**src/rtl/seg_scan_driver.sv**
```systemverilog
// Time-multiplexed seven-segment scan driver.
// Scans DIGITS digits one at a time, holding each one lit for CLK_DIV cycles.
// Each digit is hex-decoded and has its own decimal point, blanking and
// leading-zero suppression. New display data reaches the shadow image only at
// a frame boundary, so a single frame never mixes two loads.

module seg_scan_driver #(
  parameter int DIGITS     = 8,      // number of digits, 1..16
  parameter int CLK_DIV    = 50000,  // clk cycles each digit is lit, >= 2
  parameter bit ACTIVE_LOW = 1'b1    // 1: seg/an active-low, 0: active-high
) (
  input  logic                  clk,
  input  logic                  rst_n,
  input  logic                  en,
  input  logic                  load,
  input  logic [4*DIGITS-1:0]   data_in,
  input  logic [DIGITS-1:0]     dp_in,
  input  logic [DIGITS-1:0]     blank_in,
  input  logic                  lz_en,
  output logic [7:0]            seg,
  output logic [DIGITS-1:0]     an,
  output logic                  frame_done
);

  localparam int PW = $clog2(CLK_DIV);
  localparam int IW = (DIGITS > 1) ? $clog2(DIGITS) : 1;

  localparam logic [PW-1:0]     PRESC_MAX = PW'(CLK_DIV - 1);
  localparam logic [IW-1:0]     IDX_MAX   = IW'(DIGITS - 1);
  localparam logic [7:0]        SEG_OFF   = ACTIVE_LOW ? 8'hFF : 8'h00;
  localparam logic [DIGITS-1:0] AN_OFF    = {DIGITS{ACTIVE_LOW}};

  // One complete display image: nibbles, decimal points and blank flags.
  typedef struct packed {
    logic [4*DIGITS-1:0] data;
    logic [DIGITS-1:0]   dp;
    logic [DIGITS-1:0]   blank;
  } image_t;

  logic [PW-1:0]     presc_q, presc_d;
  logic [IW-1:0]     idx_q, idx_d;
  image_t            pend_q, pend_d;
  logic              pend_v_q, pend_v_d;
  image_t            shd_q, shd_d;
  logic [7:0]        seg_q, seg_d;
  logic [DIGITS-1:0] an_q, an_d;
  logic              frame_done_q;

  image_t            in_img;
  logic              tick;
  logic              boundary;
  logic [DIGITS-1:0] sup;
  logic              all_zero;
  logic [3:0]        nib;
  logic [7:0]        pattern;
  logic [DIGITS-1:0] an_onehot;

  // Hex digit to active-high {a,b,c,d,e,f,g}.
  function automatic logic [6:0] hex7(input logic [3:0] n);
    case (n)
      4'h0:    hex7 = 7'h7E;
      4'h1:    hex7 = 7'h30;
      4'h2:    hex7 = 7'h6D;
      4'h3:    hex7 = 7'h79;
      4'h4:    hex7 = 7'h33;
      4'h5:    hex7 = 7'h5B;
      4'h6:    hex7 = 7'h5F;
      4'h7:    hex7 = 7'h70;
      4'h8:    hex7 = 7'h7F;
      4'h9:    hex7 = 7'h7B;
      4'hA:    hex7 = 7'h77;
      4'hB:    hex7 = 7'h1F;
      4'hC:    hex7 = 7'h4E;
      4'hD:    hex7 = 7'h3D;
      4'hE:    hex7 = 7'h4F;
      default: hex7 = 7'h47;
    endcase
  endfunction

  assign in_img   = '{data: data_in, dp: dp_in, blank: blank_in};
  assign tick     = en && (presc_q == PRESC_MAX);
  assign boundary = tick && (idx_q == IDX_MAX);

  // Prescaler and digit index: free-run while enabled, parked at 0 otherwise.
  always_comb begin
    // NOTE: every combinational output gets a default first, so no path leaves it unassigned and no latch is inferred.
    presc_d = presc_q;
    idx_d   = idx_q;
    if (!en) begin
      presc_d = '0;
      idx_d   = '0;
    end else if (tick) begin
      presc_d = '0;
      idx_d   = (idx_q == IDX_MAX) ? '0 : idx_q + 1'b1;
    end else begin
      presc_d = presc_q + 1'b1;
    end
  end

  // Pending capture and frame-synchronous shadow update; a load in the
  // boundary cycle bypasses pending so the last load before the boundary wins.
  always_comb begin
    pend_d   = pend_q;
    pend_v_d = pend_v_q;
    shd_d    = shd_q;
    if (load) begin
      pend_d   = in_img;
      pend_v_d = 1'b1;
    end
    if (boundary && (pend_v_q || load)) begin
      shd_d    = load ? in_img : pend_q;
      pend_v_d = 1'b0;
    end
  end

  // Suppression flags: digit k>0 is a leading zero when it and every higher nibble are zero.
  always_comb begin
    sup      = '0;
    all_zero = 1'b1;
    for (int k = DIGITS - 1; k >= 1; k--) begin
      all_zero = all_zero & (shd_q.data[4*k +: 4] == 4'h0);
      sup[k]   = all_zero;
    end
  end

  // Segment and anode pattern for the digit currently selected by idx.
  always_comb begin
    nib       = shd_q.data[4*int'(idx_q) +: 4];
    pattern   = {hex7(nib), shd_q.dp[idx_q]};
    if (lz_en && sup[idx_q]) begin
      pattern[7:1] = 7'h00;
    end
    if (shd_q.blank[idx_q]) begin
      pattern = 8'h00;
    end
    an_onehot        = '0;
    an_onehot[idx_q] = 1'b1;
    if (!en) begin
      seg_d = SEG_OFF;
      an_d  = AN_OFF;
    end else begin
      seg_d = ACTIVE_LOW ? ~pattern   : pattern;
      an_d  = ACTIVE_LOW ? ~an_onehot : an_onehot;
    end
  end

  // State registers with synchronous active-low reset.
  always_ff @(posedge clk) begin
    if (!rst_n) begin
      // NOTE: the pending and shadow images are reset explicitly because a reset must blank stale display data, not merely restart the scan.
      presc_q      <= '0;
      idx_q        <= '0;
      pend_q       <= '0;
      pend_v_q     <= 1'b0;
      shd_q        <= '0;
      seg_q        <= SEG_OFF;
      an_q         <= AN_OFF;
      frame_done_q <= 1'b0;
    end else begin
      // NOTE: non-blocking assignments make every register sample pre-edge values, independent of statement order.
      presc_q      <= presc_d;
      idx_q        <= idx_d;
      pend_q       <= pend_d;
      pend_v_q     <= pend_v_d;
      shd_q        <= shd_d;
      seg_q        <= seg_d;
      an_q         <= an_d;
      frame_done_q <= boundary;
    end
  end

  assign seg        = seg_q;
  assign an         = an_q;
  assign frame_done = frame_done_q;

endmodule

```
**config.mk**
```make
export PLATFORM = sky130hd
export DESIGN_NAME = seg_scan_driver
export DESIGN_NICKNAME = d
export VERILOG_FILES = /design/src/rtl/seg_scan_driver.sv
export SDC_FILE = /design/constraint.sdc
export NUM_CORES = 1
export LEC_CHECK = 0
export CAP_MARGIN = 15
export CORE_UTILIZATION = 40
export CTS_BUF_LIST = sky130_fd_sc_hd__clkbuf_16
export CTS_CLUSTER_DIAMETER = 50
export DETAILED_ROUTE_END_ITERATION = 8
export PLACE_DENSITY = 0.63
export SETUP_SLACK_MARGIN = 0.02
export SLEW_MARGIN = 10
export SYNTH_ARGS = -nofsm -noshare
export SYNTH_HDL_FRONTEND = slang
export SYNTH_SLANG_ARGS = --single-unit
```
**constraint.sdc**
```tcl
create_clock -name clk -period 2.9 [get_ports clk]
set_clock_uncertainty 0.15 [all_clocks]
set_input_delay 0.58 -clock clk [delete_from_list [all_inputs] [get_ports clk]]
set_output_delay 0.58 -clock clk [all_outputs]
set_load 0.02 [all_outputs]
```
### Yosys cells after proc, flatten, opt, wreduce, memory -nomap -nowiden

Memories as Yosys holds them, arrays and structs flattened.
Index checks and enable logic that the tools add are counted.

* memories: 1
* bits in registers: 133
* bits in read-only memories: 112
* input bits: 53

* order comparisons: 2
* $add $sub $neg: 2
* bitwise gates (word level): 10
* multiplexer cells: 12
* shift-type cells: 1
* eq/ne operators: 2
* reductions and logical operators: 16

Memories
* (no name shown): depth 16, width 7, read ports 1, clocked after memory_dff 0, write ports 0, RTL line 60 `case (n)`

Operators by type and width (number)
* $mux W48: 1
* $shiftx A32 B6 Y4: 1
* $logic_not A4 Y1: 7
* $add A16 B1 Y16 const B: 1
* $eq A16 B16 Y1 const B: 1
* $not A8 Y8: 2
* $bmux W1 S3: 3
* $mux W8: 1
* $mux W7: 1
* $and A1 B1 Y1: 6
* $logic_and A1 B1 Y1: 5
* $lt A3 B4 Y1 const B: 1
* $mux W1: 4
* $add A3 B1 Y3 const B: 1
* $demux W1 S3: 1
* $eq A3 B3 Y1 const B: 1
* $ge A3 B1 Y1 const B: 1
* $mux W3: 1
* $reduce_or A3 Y1: 1
* $not A1 Y1: 2
* $reduce_and A2 Y1: 1
* $reduce_or A2 Y1: 1
* $logic_or A1 B1 Y1: 1

### Longest topological paths before layout

Gate-level depths: netlist (run 1).

* depth after elaboration: 13
* depth in mapped cells: 9
* mapped depth without buffers: 8

### Worst setup path before layout (run 1)

Ideal clock, no wire load.

* kind: reg-to-reg
* start point: register idx_q[0]
* end point: register seg_q[2], in the netlist seg[2]
* cell stages (with the launch flop): 9
* arrival time: 2048 ps
* path buffers: 1
* slack: 559 ps
* setup time: 143 ps
* cells stage by stage: dfxtp_1 -> buf_6 -> mux4_1 -> mux2i_1 -> inv_1 -> ha_1 -> mux2i_1 -> o22a_1 -> nand3_1

* longest elaborated chain between the ends: 6
* elaborated cells between the ends (all ways): 10

Ends and longest elaborated chain
* from (decl): RTL line 41 `logic [IW-1:0] idx_q, idx_d;`
* from (signal assigned): RTL line 162 `idx_q <= idx_d;`
* branches (longest 4 deep; another with $mem_v2 Z16 W7)
* $mux W8 (*): RTL line 133 `if (shd_q.blank[idx_q]) begin`
* $not A8 Y8 (*): RTL line 142 `seg_d = ACTIVE_LOW ? ~pattern : pattern;`
* to (signal assigned): RTL line 166 `seg_q <= seg_d;`
* to (decl): RTL line 45 `logic [7:0] seg_q, seg_d;`

Every way passes the cells marked *. The select of a mux whose other input is x is not followed.
A chain may end at the register's enable or synchronous reset.

### Final worst setup path (run 1)

* start point: register idx_q[0]
* end point: register seg_q[1], in the netlist seg[1]

Same word-level chain as after synthesis.

==> results_dict.tcl, run 1 <==
set metrics [dict create \
    status "finished, final reports clean" \
    dominantRegCellSynth "dfxtp_1" \
    drtIter0Drc 192 \
    async_flop_share_pct 0 \
    drt-wirelength-per-cell_microns 14.6 \
    fin_crit_sh_pct 90.2 \
    reg2regPathDepth 7 \
    path_buf_inv 1 \
    cp.required_ps 3020 \
    seq_power_share_pct 42.5 \
    holdPathStages 1 \
    fp-row-count 42 \
    dp_hpwl_microns 7990 \
    cts_setup_buffers 0 \
    clock_latency_ps 420 \
    switching_share_pct 19.3 \
    drv_slew 0 \
    drc 0 \
    fin_setup_tns_ps 0 \
    synth_cell_types 42 \
    crit_family "multiplexers" \
    die_y_microns 121 \
    slowest_stage "mux4_1" \
    syn_to_final_growth_pct 25.5 \
    synth_xor_area_share_pct 2.33 \
    hold_class "reg -> reg" \
    num_vias 3959 \
    coreArea_sq_mm 0.0135 \
    cp_cell_sequence "mux4_1, mux2i_1, inv_1, ha_1, mux2i_1, o22a_1, nand3_1" \
    ys_seq_area_share_pct 47.3 \
    min_period_ps 2620 \
    drv_cap 0 \
    cp.depth 7 \
    yosys_register_bits 133 \
    grt_pass1_wl_microns 19000 \
    intPower_mw 3.59 \
    pin_count 70 \
    grt_start_max_net_pins 65 \
    max_slew_margin_pct 53.2 \
    fillers 1206 \
    rsz0062_at_grt "no" \
    avgSynthCellArea_sq_um 10.7 \
    place.gp.congestion 0.875 \
    grt_usage_pct 16.8 \
    synth_top_family_by_area "simple AND/OR/NAND/NOR gates" \
    synth_edf_count 0 \
    wirelength_microns 11400 \
    grt_pass1_vias 3902 \
    power.leakage_nw 3.35 \
    start_util_pct 41.7 \
    power_switching_uw 860 \
    crit_fanout 11 \
    synth_nets 590 \
    drtAntennaViolNets 0 \
    ctsRootBufferMaster "clkbuf_16" \
    timing.hold.ws_ps 318 \
    ir_drop_uv 357 \
    yosysWarnings 0 \
    htree_num_levels 4 \
    setup_viol 0 \
    critPathKind "reg -> reg" \
    grt_overflow 0 \
    crit_path_max_incr_delay_ps 590 \
    worstPathArrival_ps 2730 \
    syn_inst 528 \
    cts_made_buffers 17 \
    combPwrFrac_pct 5.2 \
    cp-end-kind "flop" \
    num-nets-final 651 \
    worst_pin_slew_ps 701 \
    fin_util_pct 52.3 \
    diodes 0 \
    synth_fa_ha_area_share_pct 2.00 \
    antenna_found_initial 0 \
    yosys-mux-area-fraction_pct 16.4 \
    clockBufferDepth 2 \
    cts.repair.resized 0 \
    drive_gt1_share_pct 8.80 \
    die_w_microns 121 \
    report.final.hold_viol_count 0 \
    dr.pass1.iters 5 \
    clk_pin_slew_ps 60 \
    fmax_mhz 382 \
    yosys.area_share.simple_pct 17.2 \
    p_clk_share_pct 52.3 \
    p_per_area_mw_per_mm2 630 \
    postCtsHoldBufs 0 \
    die_area_sq_mm 0.0145 \
    synth-compound-area-share_pct 10.6 \
    cp-start-kind "flop" \
    syn_area_sq_mm 0.00563 \
    cts.sinks 133 \
    cts_tree "done" \
    port_buffers 69 \
    vias_per_cell 5.09 \
    critPathMostFrequentCell "mux2i_1" \
]
[state kept, by name (all words and copies together) (netlist names)]
register and flops:
frame_done 1, presc_q 16, an 8, shd_q 48, seg 8, idx_q 3
pend_q 48, pend_v_q 1
[Yosys cell counts, types with 4 or more instances]
cell type | count | area (sq um)
a21oi_1 | 4 | 20.0
xor2_1 | 11 | 96.3
ha_1 | 9 | 113
nand4_1 | 5 | 31.3
buf_6 | 7 | 78.8
nor2_1 | 23 | 86.3
dfxtp_1 | 133 | 2660
nand3_1 | 17 | 85.1
nor2b_1 | 50 | 313
mux4_1 | 7 | 184
mux2i_1 | 54 | 541
nor4_1 | 9 | 56.3
nand2_1 | 69 | 259
buf_2 | 10 | 50.1
xnor2_1 | 4 | 35.0
inv_1 | 7 | 26.3
mux4_2 | 5 | 113
clkbuf_1 | 16 | 60.1
o211a_1 | 48 | 480
[path summary, 6_finish.rpt]
kind,start,end,slack (ps)
worst max-delay path,idx_q[0],seg[1],280
worst min-delay path,presc_q[0],presc_q[0],320
worst max register to register,idx_q[0],seg[1],280
worst min register to register,presc_q[0],presc_q[0],320
[cells by family after synthesis]
group / after synthesis
adders and majority gates: 9
muxes: 72
and+or+nand+nor: 191
AOI/OAI and AO/OA: 64
xor gates and xnor gates: 15
buffers and inverters: 44
DFF: 133
[power groups by stage]
| stage | sequential, mW | clock, mW | combinational [mW] |
|---|---|---|---|
| floorplan | 1.93 | 0 | 0.118 |
| global placement | 1.93 | 0 | 0.231 |
| detailed placement | 1.93 | 0 | 0.235 |
| CTS | 1.89 | 2.37 | 0.236 |
| global route | 1.89 | 2.46 | 0.253 |
| finish | 1.89 | 2.33 | 0.231 |
[placed cells by master, fill, tap and decap left out, types with 8 or more instances in the layout]
cell type and count:
buf_4 8, nor2b_1 50, clkbuf_16 17, nand3_1 17, nor2_1 23, inv_1 9, ha_1 9, clkdlybuf4s50_1 67
xor2_1 11, mux2i_1 54, nor4_1 9, dfxtp_1 132, o211a_1 48, nand2_1 69
[through the flow]
stage / instances / setup WS (ps) / cell area [sq um] / power [mW]
2_1_floorplan: 528 / 559 / 5630 / 2.05
3_3_place_gp: 746 / 278 / 6420 / 2.16
3_5_place_dp: 746 / 101 / 6420 / 2.16
4_1_cts: 778 / 97.7 / 7060 / 4.49
5_1_grt: 778 / 114 / 7060 / 4.60
6_report: 778 / 284 / 7060 / 4.45
[layout make-up]
type                       instances  area (sq um)  share of cell area, %
clock buffer                      17           425                   6.02
clock inverter                    15           218                   3.08
inverter                           7          26.3                  0.372
multi-input combinational        351          2730                   38.6
sequential                       133          2660                   37.7
tap                              176           220                   3.12
timing repair buffer              79           781                   11.1
[per-layer routing]
metal	wire (microns)	track usage, %
met4	156	6.94
met3	572	4.86
met2	5220	26.2
met5	0	0
met1	5440	21.9
No activity file was read; power rests on OpenSTA's default activity.
==> inputs of run 2 (changes only) <==
--- a/config.mk
+++ b/config.mk
@@ -5,14 +5,16 @@
 export SDC_FILE = /design/constraint.sdc
 export NUM_CORES = 1
 export LEC_CHECK = 0
+export ABC_CLOCK_PERIOD_IN_PS = 2900
 export CAP_MARGIN = 15
-export CORE_UTILIZATION = 40
+export CORE_UTILIZATION = 30
 export CTS_BUF_LIST = sky130_fd_sc_hd__clkbuf_16
 export CTS_CLUSTER_DIAMETER = 50
 export DETAILED_ROUTE_END_ITERATION = 8
-export PLACE_DENSITY = 0.63
+export PLACE_DENSITY = 0.5
 export SETUP_SLACK_MARGIN = 0.02
 export SLEW_MARGIN = 10
 export SYNTH_ARGS = -nofsm -noshare
 export SYNTH_HDL_FRONTEND = slang
 export SYNTH_SLANG_ARGS = --single-unit
+export TNS_END_PERCENT = 1
==> results_dict.tcl, run 2 (synthesized netlist as in run 1, its figures left out) <==
set metrics [dict create \
    status "finished, final reports clean" \
    reg2regPathDepth 7 \
    fin_area_sq_mm 0.00708 \
    grt_overflow 0 \
    die_area_sq_mm 0.0193 \
    power_switching_uw 926 \
    cp-start-kind "flop" \
    cts_setup_buffers 0 \
    hold_class "reg -> reg" \
    crit_fanout 10 \
    die_y_microns 139 \
    cp-end-kind "flop" \
    fmax_mhz 390 \
    seq_power_share_pct 44.2 \
    report.final.hold_viol_count 0 \
    grt_usage_pct 13.2 \
    start_util_pct 31.0 \
    largestRegisters "pend_q x48, shd_q x48, presc_q x16" \
    drc 0 \
    holdPathStages 1 \
    p_per_area_mw_per_mm2 602 \
    cts_tree "done" \
    power.leakage_nw 3.32 \
    grt_start_max_net_pins 99 \
    place.gp.congestion 0.783 \
    switching_share_pct 21.7 \
    max_slew_margin_pct 42.7 \
    antenna_found_initial 0 \
    hold_start "presc_q[0]" \
    hold_end "presc_q[0]" \
    port_buffers 69 \
    rsz0062_at_grt "no" \
    drt-wirelength-per-cell_microns 14.5 \
    grt_pass1_vias 3874 \
    placed_cell_area_sq_mm 0.00649 \
    mostFrequentLayoutCell "dfxtp_1" \
    clk_pin_slew_ps 60 \
    worstPathArrival_ps 2680 \
    pin_count 70 \
    p_clk_share_pct 50.3 \
    dr.pass1.iters 7 \
    drtIter0Drc 274 \
    postCtsHoldBufs 0 \
    grt_pass1_wl_microns 19800 \
    fin_setup_tns_ps 0 \
    num_vias 3966 \
    cp.required_ps 3010 \
    vias_per_cell 4.76 \
    reg2reg_to "seg[2]" \
    drive_gt1_share_pct 9.77 \
    reg2reg_from "idx_q[0]" \
    intPower_mw 3.34 \
    num-nets-final 653 \
    drv_cap 0 \
    fin_util_pct 39.0 \
    diodes 0 \
    cts.sinks 133 \
    clockBufferDepth 2 \
    min_period_ps 2570 \
    syn_to_final_growth_pct 25.8 \
    htree_num_levels 4 \
    critPathKind "reg -> reg" \
    cts_made_buffers 17 \
    clock_latency_ps 420 \
    fin_crit_sh_pct 88.5 \
    ir_drop_uv 390 \
    drtAntennaViolNets 0 \
    wirelength_microns 12100 \
    dp_hpwl_microns 8510 \
    mostFrequentLayoutCells "dfxtp_1 (132), nand2_1 (69), clkdlybuf4s50_1 (67)" \
    rrSetupSlack_ps 330 \
    drv_slew 0 \
    combPwrFrac_pct 5.4 \
    timing.hold.ws_ps 308 \
    ctsRootBufferMaster "clkbuf_16" \
    fp-row-count 49 \
    setup_viol 0 \
    die_w_microns 139 \
    worst_pin_slew_ps 859 \
    coreArea_sq_mm 0.0181 \
]
[run 2: cell types whose count changed in the layout (fill, tap and decap cells not counted), sizes merged]
cell	previous run	this run
clkinvlp	0	4
bufinv	6	3
buf	12	14
inv	9	8
[run 2: area by class of cell]
class                      instances  area (sq um)
clock buffer                      17           425
clock inverter                    15           165
fill                            1791         11100
inverter                           7          26.3
multi-input combinational        351          2730
sequential                       133          2660
tap                              229           287
timing repair buffer              81           783
[run 2: through the flow]
| stage | total power, mW | instances | setup WS [ps] |
|---|---|---|---|
| after CTS | 4.33 | 833 | 168 |
| after floorplan | 2.05 | 528 | 559 |
| after detailed placement | 2.16 | 801 | 182 |
| final | 4.27 | 833 | 333 |
| after global placement | 2.16 | 801 | 302 |
| after global routing | 4.43 | 833 | 139 |
[run 2: routing by layer]
layer | vias up | part of all wire (%) | global-route usage, %
met5 | - | 0 | 0
met4 | 0 | 0.71 | 5.26
met3 | 5 | 3.8 | 4.21
met2 | 70 | 44 | 19.3
met1 | 1901 | 51 | 17.8
li1 | 1990 | - | -
[run 2: worst max-delay path by stage]
stage | from | to | cells after the start
floorplan | idx_q[0] | seg[2] | 8
global placement | idx_q[0] | seg[2] | 7
detailed placement | idx_q[0] | seg[1] | 7
CTS | idx_q[0] | seg[1] | 7
global route | idx_q[0] | seg[2] | 7
finish | idx_q[0] | seg[2] | 7
[run 2: critical path: stages, from the launching register on]
cell     delay (ps)
dfxtp_2         480
mux4_1          600
mux2i_1         340
inv_1           170
ha_1            260
mux2i_1         160
o22a_1          160
nand3_1          80
[run 2: power groups by stage]
stage	logic (mW)	clock network, mW	registers [mW]
final	0.232	2.15	1.89
after detailed placement	0.237	0	1.93
after CTS	0.238	2.20	1.89
after global placement	0.233	0	1.93
after global routing	0.256	2.28	1.89
after floorplan	0.118	0	1.93
[run 2: timing repair]
item | 4_1_cts | 5_1_grt
resized for setup | 0 | 1
hold endpoints to repair | 0 | 0
endpoints found under the setup margin | 0 | 4
